`src/rtl/wave_freq_meter.sv`:
```
// wave_freq_meter
//
// Measures the fundamental frequency of a 16-bit offset-binary waveform. Rising
// mid-scale crossings (with hysteresis) delimit windows of PERIODS periods; the
// window length in clk cycles (the span) is turned into Hz by a 32-step
// restoring divider:
//   freq = min(floor(CLK_HZ * PERIODS / span), 20'hFFFFF).
// Windows are gap-free: the event that ends one window starts the next. A span
// that completes while the divider is still busy is dropped.
//
// Ports:
//   clk        in   system clock, one wave sample per rising edge
//   reset      in   synchronous, active-high reset
//   enable     in   measurement enable; low returns to idle, freq/no_signal hold
//   wave_in    in   [15:0] sample, offset binary (16'h8000 = zero)
//   freq       out  [19:0] last measured frequency in Hz
//   freq_valid out  one-cycle pulse whenever freq is written
//   no_signal  out  high until the first measurement and after a timeout
//   busy       out  divider running

module wave_freq_meter #(
  parameter int unsigned CLK_HZ         = 48000,
  parameter int unsigned PERIODS        = 4,
  parameter int unsigned HYST           = 1024,
  parameter int unsigned TIMEOUT_CYCLES = 48000
) (
  input  logic        clk,
  input  logic        reset,
  input  logic        enable,
  input  logic [15:0] wave_in,
  output logic [19:0] freq,
  output logic        freq_valid,
  output logic        no_signal,
  output logic        busy
);

  // ---------------------------------------------------------------------------
  // Elaboration-time constants and checks
  // ---------------------------------------------------------------------------
  localparam longint unsigned DividendWide = 64'(CLK_HZ) * 64'(PERIODS);
  localparam logic [31:0]     Dividend     = DividendWide[31:0];

  // Thresholds clamp to the 16-bit range for extreme HYST values.
  localparam int unsigned LoInt = (HYST > 32768) ? 0 : 32768 - HYST;
  localparam int unsigned HiInt = (HYST > 32767) ? 65535 : 32768 + HYST;
  localparam logic [15:0] ThreshLo = LoInt[15:0];
  localparam logic [15:0] ThreshHi = HiInt[15:0];

  localparam int unsigned PeriodsM1Int = PERIODS - 1;
  localparam logic [6:0]  PeriodsM1    = PeriodsM1Int[6:0];
  localparam logic [31:0] TimeoutVal   = TIMEOUT_CYCLES;
  localparam logic [31:0] FreqMax      = 32'h000F_FFFF;
  localparam logic [5:0]  DivSteps     = 6'd32;

  if (PERIODS < 1 || PERIODS > 64) begin : gen_bad_periods
    $error("wave_freq_meter: PERIODS must be within 1..64");
  end
  if (DividendWide > 64'h0000_0000_FFFF_FFFF) begin : gen_bad_dividend
    $error("wave_freq_meter: CLK_HZ*PERIODS does not fit in 32 bits");
  end
  if (TIMEOUT_CYCLES < 1) begin : gen_bad_timeout
    $error("wave_freq_meter: TIMEOUT_CYCLES must be at least 1");
  end

  // ---------------------------------------------------------------------------
  // State
  // ---------------------------------------------------------------------------
  typedef enum logic [0:0] {
    StIdle,
    StCount
  } state_e;

  state_e      state_q, state_d;
  logic        armed_q, armed_d;        // crossing detector armed
  logic [31:0] count_q, count_d;        // cycles since window start
  logic [6:0]  cross_q, cross_d;        // crossings seen in current window
  logic [19:0] freq_q, freq_d;
  logic        freq_valid_q, freq_valid_d;
  logic        no_signal_q, no_signal_d;
  logic        busy_q, busy_d;
  logic [5:0]  iter_q, iter_d;          // divider step, 32 means result ready
  logic [31:0] quo_q, quo_d;            // dividend shifting out, quotient in
  logic [31:0] rem_q, rem_d;            // partial remainder
  logic [31:0] dvsr_q, dvsr_d;

  // Combinational helpers
  logic        crossing;
  logic        window_end;
  logic        timeout;
  logic [31:0] span;
  logic [32:0] rem_shift;
  logic        rem_ge;

  // ---------------------------------------------------------------------------
  // Next-state logic
  // ---------------------------------------------------------------------------
  always_comb begin
    state_d      = state_q;
    armed_d      = armed_q;
    count_d      = count_q;
    cross_d      = cross_q;
    freq_d       = freq_q;
    freq_valid_d = 1'b0;
    no_signal_d  = no_signal_q;
    busy_d       = busy_q;
    iter_d       = iter_q;
    quo_d        = quo_q;
    rem_d        = rem_q;
    dvsr_d       = dvsr_q;
    window_end   = 1'b0;
    timeout      = 1'b0;
    span         = count_q + 32'd1;
    rem_shift    = {rem_q, quo_q[31]};
    rem_ge       = (rem_shift >= {1'b0, dvsr_q});

    // Crossing detector: arm below the low threshold, fire once at or above
    // the high threshold. Samples in between leave it untouched.
    crossing = armed_q && (wave_in >= ThreshHi);
    if (crossing) begin
      armed_d = 1'b0;
    end else if (wave_in < ThreshLo) begin
      armed_d = 1'b1;
    end

    // Window FSM
    unique case (state_q)
      StIdle: begin
        if (crossing) begin
          count_d = 32'd0;
          cross_d = 7'd0;
          state_d = StCount;
        end
      end
      StCount: begin
        count_d = count_q + 32'd1;
        if (crossing && (cross_q == PeriodsM1)) begin
          // Ending event doubles as the start of the next window.
          window_end = 1'b1;
          count_d    = 32'd0;
          cross_d    = 7'd0;
        end else begin
          if (crossing) begin
            cross_d = cross_q + 7'd1;
          end
          if (span >= TimeoutVal) begin
            timeout = 1'b1;
            count_d = 32'd0;
            cross_d = 7'd0;
            state_d = StIdle;
          end
        end
      end
      default: state_d = StIdle;
    endcase

    // Restoring divider: 32 quotient steps, then one edge to publish.
    if (busy_q) begin
      if (iter_q != DivSteps) begin
        quo_d  = {quo_q[30:0], rem_ge};
        // When rem_ge holds the true difference is below dvsr, so 32 bits suffice.
        rem_d  = rem_ge ? (rem_shift[31:0] - dvsr_q) : rem_shift[31:0];
        iter_d = iter_q + 6'd1;
      end else begin
        freq_d       = (quo_q > FreqMax) ? 20'hF_FFFF : quo_q[19:0];
        no_signal_d  = 1'b0;
        freq_valid_d = 1'b1;
        busy_d       = 1'b0;
      end
    end else if (window_end) begin
      quo_d  = Dividend;
      rem_d  = 32'd0;
      dvsr_d = span;
      iter_d = 6'd0;
      busy_d = 1'b1;
    end

    // Timeout wins over a running or finishing divide.
    if (timeout) begin
      busy_d       = 1'b0;
      iter_d       = 6'd0;
      freq_d       = 20'd0;
      no_signal_d  = 1'b1;
      freq_valid_d = 1'b1;
    end

    // Disable returns to idle and aborts the divide; published results hold.
    if (!enable) begin
      state_d      = StIdle;
      armed_d      = 1'b0;
      count_d      = 32'd0;
      cross_d      = 7'd0;
      busy_d       = 1'b0;
      iter_d       = 6'd0;
      freq_d       = freq_q;
      no_signal_d  = no_signal_q;
      freq_valid_d = 1'b0;
    end
  end

  // ---------------------------------------------------------------------------
  // Registers
  // ---------------------------------------------------------------------------
  always_ff @(posedge clk) begin
    if (reset) begin
      state_q      <= StIdle;
      armed_q      <= 1'b0;
      count_q      <= 32'd0;
      cross_q      <= 7'd0;
      freq_q       <= 20'd0;
      freq_valid_q <= 1'b0;
      no_signal_q  <= 1'b1;
      busy_q       <= 1'b0;
      iter_q       <= 6'd0;
      quo_q        <= 32'd0;
      rem_q        <= 32'd0;
      dvsr_q       <= 32'd0;
    end else begin
      state_q      <= state_d;
      armed_q      <= armed_d;
      count_q      <= count_d;
      cross_q      <= cross_d;
      freq_q       <= freq_d;
      freq_valid_q <= freq_valid_d;
      no_signal_q  <= no_signal_d;
      busy_q       <= busy_d;
      iter_q       <= iter_d;
      quo_q        <= quo_d;
      rem_q        <= rem_d;
      dvsr_q       <= dvsr_d;
    end
  end

  assign freq       = freq_q;
  assign freq_valid = freq_valid_q;
  assign no_signal  = no_signal_q;
  assign busy       = busy_q;

endmodule

```
`config.mk`:
```
export PLATFORM = sky130hd
export DESIGN_NAME = wave_freq_meter
export DESIGN_NICKNAME = d
export VERILOG_FILES = /design/src/rtl/wave_freq_meter.sv
export SDC_FILE = /design/constraint.sdc
export NUM_CORES = 1
export LEC_CHECK = 0
export ABC_AREA = 0
export CAP_MARGIN = 0
export CORE_MARGIN = 3
export CORE_UTILIZATION = 57
export CTS_CLUSTER_SIZE = 8
export DETAILED_ROUTE_END_ITERATION = 6
export MAX_ROUTING_LAYER = met4
export PLACE_DENSITY = 0.79
export SLEW_MARGIN = 20
export SYNTH_ARGS = -nofsm -noshare
export SYNTH_HDL_FRONTEND = slang
export SYNTH_SLANG_ARGS = --single-unit
```
`constraint.sdc`:
```
create_clock -name clk -period 7.5 [get_ports clk]
set_input_delay 1.125 -clock clk [delete_from_list [all_inputs] [get_ports clk]]
set_output_delay 1.125 -clock clk [all_outputs]
set_load 0.05 [all_outputs]
```
### Yosys cells after proc, flatten, opt, wreduce, memory -nomap -nowiden

Index checks and enable logic that the tools add are counted.

| storage, ports and cells | value |
|---|---|
| register bits | 166 |
| input port bits | 19 |
| output and inout bits | 23 |
| logic and storage cells | 82 |

| cells by class | value |
|---|---|
| add/subtract/negate cells | 4 |
| $lt $le $gt $ge | 5 |
| eq/ne operators | 6 |
| muxes and demuxes | 41 |
| bitwise operators | 3 |
| reduce and logical (&&, ||, !) cells | 11 |

Operator list:

| kind | count |
|---|---|
| 2-to-1 mux 32 bit | 10 |
| 2-to-1 mux 20 bit | 4 |
| one-hot mux 32 bit (2 select lines) | 1 |
| >= comparator 33 x 32 -> 1 bit | 1 |
| adder 32 x 1 -> 32 bit, second input constant | 1 |
| >= comparator 32 x 16 -> 1 bit, second input constant | 1 |
| > comparator 32 x 20 -> 1 bit, second input constant | 1 |
| subtractor 32 bit | 1 |
| 2-to-1 mux 7 bit | 4 |
| 2-to-1 mux 6 bit | 3 |
| 2-to-1 mux 1 bit | 17 |
| >= comparator 16 bit, second input constant | 1 |
| less-than comparator 16 x 15 -> 1 bit, second input constant | 1 |
| one-hot mux 7 bit (2 select lines) | 1 |
| adder 7 x 1 -> 7 bit, second input constant | 1 |
| == test 7 x 2 -> 1 bit, second input constant | 1 |
| adder 6 x 1 -> 6 bit, second input constant | 1 |
| != test 6 bit, second input constant | 1 |
| AND reduction 2 bit | 3 |
| OR reduction 3 bit | 2 |
| != test 2 bit, second input constant | 2 |
| != test 4 x 1 -> 1 bit, second input constant | 1 |
| nonzero test 2 bit | 2 |
| inverter 1 bit | 3 |
| 5 further kinds | 6 |

### Logic depth before layout (Yosys ltp)

| depth | value |
|---|---|
| word-level depth | 7 |
| mapped depth | 14 |
| depth with buffers taken out | 13 |

### Worst setup path before layout

No wires, ideal clock.

| timing | value |
|---|---|
| path type | register to register |
| start | register dvsr_q[10] |
| end | register rem_q[17] |
| library setup time | 0.125 ns |
| arrival | 3.137 ns |
| required time | 7.375 ns |
| slack | 4.237 ns |
| stages on the path, launching flop included | 15 |
| buffers on the path | 3 |
| clock period less this slack | 3.263 ns |
| path through | dfxtp_1 -> inv_1 -> ha_1 -> clkbuf_1 -> a21oi_1 -> o21ai_0 -> and3b_1 -> or4_1 -> and3b_1 -> or2_1 -> a31o_2 -> clkbuf_1 -> buf_1 -> a32oi_1 -> o21ai_0 |

| on the way | value |
|---|---|
| cells in the longest elaborated chain, start to end | 4 |
| elaborated cells between the ends (all ways) | 5 |
| classes of those cells | add/sub: 1; order compare: 1; mux: 3 |

RTL lines:

| what | line | text |
|---|---|---|
| start: declaration | 84 | `logic [31:0] dvsr_q, dvsr_d;` |
| start signal: assignment | 229 | `dvsr_q <= dvsr_d;` |
| subtractor 32 bit or >= comparator 33 x 32 -> 1 bit (tied branches) | 161, 114 |  |
| 2-to-1 mux 32 bit * | 161 | `rem_d = rem_ge ? (rem_shift[31:0] - dvsr_q) : rem_shift[31:0];` |
| 2-to-1 mux 32 bit * | 158 | `if (iter_q != DivSteps) begin` |
| 2-to-1 mux 32 bit * | 157 | `if (busy_q) begin` |
| end signal: assignment | 228 | `rem_q <= rem_d;` |
| end: declaration | 83 | `logic [31:0] rem_q, rem_d;` |

Mark *: on every way between the ends. The rest lies on a longest branch, timed or not. The select of a mux whose other input is x is not followed.
A chain may end at the register's enable or synchronous reset.

### Worst setup path in the final report

| timing | value |
|---|---|
| start | input port wave_in[14] |
| end | register rem_q[29] |

| on the way | value |
|---|---|
| cells in the longest elaborated chain, start to end | 7 |

RTL lines:

| what | line | text |
|---|---|---|
| start: declaration | 30 | `input logic [15:0] wave_in,` |
| >= comparator 16 bit | 118 | `crossing = armed_q && (wave_in >= ThreshHi);` |
| logical AND 1 bit | 118 |  |
| logical AND 1 bit | 136 | `if (crossing && (cross_q == PeriodsM1)) begin` |
| 2-to-1 mux 1 bit | 136 |  |
| 2-to-1 mux 1 bit | 126 | `unique case (state_q)` |
| nonzero test 2 bit (no source line) | - |  |
| AND reduction 2 bit (no source line) | - |  |

No other way between the ends.

==> out/results.txt <==
Finish-stage setup viols - 0
ANT cells - 0
Final GP Congestion - 0.882
Clk network pwr share - 48.3%
DIE AREA - 16900 µm²
Final #Nets - 1130
Arr. time, crit path - 4.62 ns
Final Non-Filler Cells - 1271
DP Worst Slack - 2.76 ns
Flop pwr share - 50.0%
Initial antenna violation count - 0
NetSw - 0.426 mW
DR vias/cell - 6.01
Min Tclk post-route - 4.27 ns
Mapped Cells - 1078
Sum Neg Setup Slack - 0 ns
Tot GR Track Use - 24.3%
Area growth syn-to-layout - 10.9%
Hold_buf cts - 0
Synth warn - 0
PnR worst setup slack - 3.23 ns
CTS resizes - 0
Die X - 130 µm
Worst Path Required - 7.86 ns
Max frequency - 234 MHz
Synth unique cells - 65
Die height - 130 µm
Post-Syn Area per Cell - 8.13 µm²
Wire length per cell - 15.3 µm
Net count after synthesis - 1134
CTS H-tree lvls - 4
First-pass GRT wire length - 32900 µm
Longest Clk Path Bufs - 2
Number of global-route vias before repair - 6903
Run status - finished clean
Critical path class - input pin to register
Largest net degree at the start of global routing - 73
DR iter-0 viols - 695
Starting Density - 59.2%
Maxcap violations - 0
Slew margin rel. - 30.7%
Final WL - 19400 µm
Switching Share - 24.2%
Slew Viols, Final - 0
Reg clk slew, reported paths - 0.07 ns
Total grt overflow - 0
Design Power - 1.76 mW
EDFF count, synth - 0
Synthesized area - 8770 µm²
Sequential-to-total area share from yosys stat - 37.9%
Worst vdd ir - 0.000145 V
Setup crit end kind - register
Clock root cell - clkbuf_16
CTS tree - yes
Period utilization - 56.9%
Yosys reg bits - 166
Synth Flop Type - dfxtp_1
Gate power share - 1.6%
Ys async rst share - 0%
Crit start category - input pin
Hold Vio Cnt, Final - 0
Vias - 7635
Rows - 44
Clk_skew - 0.00773 ns
# Post-CTS Setup Buffers - 0
Power density cells - 181 nW/µm²
Internal Pwr Total - 1.34 mW
Largest driver fanout on the critical path - 65
RSZ-0062 raised after global routing - no
Sink Count - 166
Layout cell share with drive strength beyond 1 - 5.24%
GRT busiest layer - met2
PortBufs - 31
I/O pin count - 42
DRC viols - 0
Total CTS buffers - 17
Global Route met3 Usage - 3.60%
Core area - 14800 µm²
First-pass DRT Iterations - 5
Worst-Margin Slew - 1.04 ns
Post-DRT Antenna Nets - 0
Hold Slack - 0.466 ns
Met1 Use GR - 33.5%
Worst skew pair latency - 0.43 ns
Pleak - 3.57 nW
Dpl cells - 1239
Met2 GRT Util - 36.8%
HP Class - register to register
DP Wirelength - 13200 µm
[synth_stat cells, types with 3 or more instances]
cell       number  share of area, %
a211oi_1       35               3.0
a21o_1         10              0.86
a21oi_1        78               4.5
a221o_1         6              0.68
a22o_1          3              0.30
a22oi_1         4              0.34
a31oi_1        10              0.71
a32oi_1         6              0.60
and2_1         23               1.6
and3_1         11              0.78
and4_1          5              0.50
buf_1           9              0.39
buf_2          12              0.68
clkbuf_1       41               1.8
dfxtp_1       166                38
ha_1           36               5.1
inv_1          46               2.0
mux2i_1        26               3.0
nand2_1        97               4.2
nand2b_1       10              0.71
nand3_1        57               3.3
nand4_1        16               1.1
nor2_1        113               4.8
nor2b_1         8              0.57
nor3_1         32               1.8
nor3b_1         3              0.26
nor4_1          9              0.64
o211ai_1        5              0.43
o21a_1         10              0.86
o21ai_0        55               3.1
o21bai_1        6              0.51
o221ai_1        3              0.30
o2bb2ai_1      21               2.1
o31ai_1         3              0.26
or3_1           6              0.43
or4_1           3              0.26
xnor2_1        35               3.5
xor2_1         24               2.4
[sequential cells by signal, indices dropped and copies added (netlist names)]
signal      cells
count_q        32
cross_q         7
no_signal       1
freq_valid      1
state_q         1
busy            1
dvsr_q         32
iter_q          6
armed_q         1
quo_q          32
freq           20
rem_q          32
[power groups by stage]
stage               sequential, mW  clock, mW  combinational (mW)
floorplan                    0.902          0              0.0174
global route                 0.881      0.905              0.0310
finish                       0.881      0.852              0.0283
CTS                          0.881      0.865              0.0284
detailed placement           0.902          0              0.0282
global placement             0.902          0              0.0278
[layout by cell type, fill, tap and decap left out, types with 9 or more instances in the layout]
cell type | Yosys | routed
inv_1 | 46 | 46
a21o_1 | 10 | 10
ha_1 | 36 | 36
o21a_1 | 10 | 10
a31oi_1 | 10 | 10
nand4_1 | 16 | 16
mux2i_1 | 26 | 26
clkdlybuf4s50_1 | 0 | 30
o21ai_0 | 55 | 55
a21oi_1 | 78 | 78
xnor2_1 | 35 | 35
a211oi_1 | 35 | 35
xor2_1 | 24 | 24
and2_1 | 23 | 23
and3_1 | 11 | 11
clkbuf_16 | 0 | 17
nor3_1 | 32 | 31
nand2b_1 | 10 | 10
nand2_1 | 97 | 97
buf_4 | 1 | 9
dfxtp_1 | 166 | 166
nor4_1 | 9 | 9
nor2_1 | 113 | 112
nand3_1 | 57 | 57
o2bb2ai_1 | 21 | 21
[layout make-up]
class                   count  area [µm²]
repair buffers             40         373
fillers                  1230        5090
flip-flops and latches    166        3320
well taps                 184         230
inverters                  46         173
multi-input cells         803        5040
clock buffers              17         425
clock inverters            15         159
[worst paths after layout]
kind / start / end / slack [ns] / cells after the start
worst min register to register: freq[16] / freq[16] / 0.47 / 1
worst min-delay path: freq[16] / freq[16] / 0.47 / 1
worst max register to register: dvsr_q[3] / rem_q[30] / 3.64 / 12
worst max-delay path: wave_in[14] / rem_q[29] / 3.23 / 12
[worst max-delay path, stage by stage]
cell	delay, ns
clkdlybuf4s50_1	0.40
or4_1	0.51
o21ai_0	0.28
nor2_1	0.22
nand3_1	0.19
or3b_2	0.14
buf_4	0.51
nand2_1	0.24
nor2_4	0.60
buf_4	0.23
a32oi_1	0.05
o21ai_0	0.11
[per-layer routing]
layer	wire, µm	vias to the layer above
li1	-	3845
met1	9410	3549
met2	8770	206
met3	873	35
met4	373	0
met5	0	-
[logic make-up (layout without fill, tap and decap cells)]
group                    count (synthesis)  count (layout)  synth area share [%]
flip-flops                             166             166                  37.9
buffers and inverters                  109             118                  4.88
XOR/XNOR                                59              59                  5.89
multiplexers                            27              27                  3.10
AO/OA/AOI/OAI                          272             272                  20.2
adder cells (fa/ha/maj)                 37              37                  5.37
AND/OR/NAND/NOR                        408             408                  22.7
[metrics by stage]
stage	instance area [µm²]	util [%]
floorplan	8770	-
global placement	9130	61.7
detailed placement	9140	61.7
CTS	9720	65.6
global route	9720	65.6
finish	9720	65.6
Power figures use the tool's default switching activity.
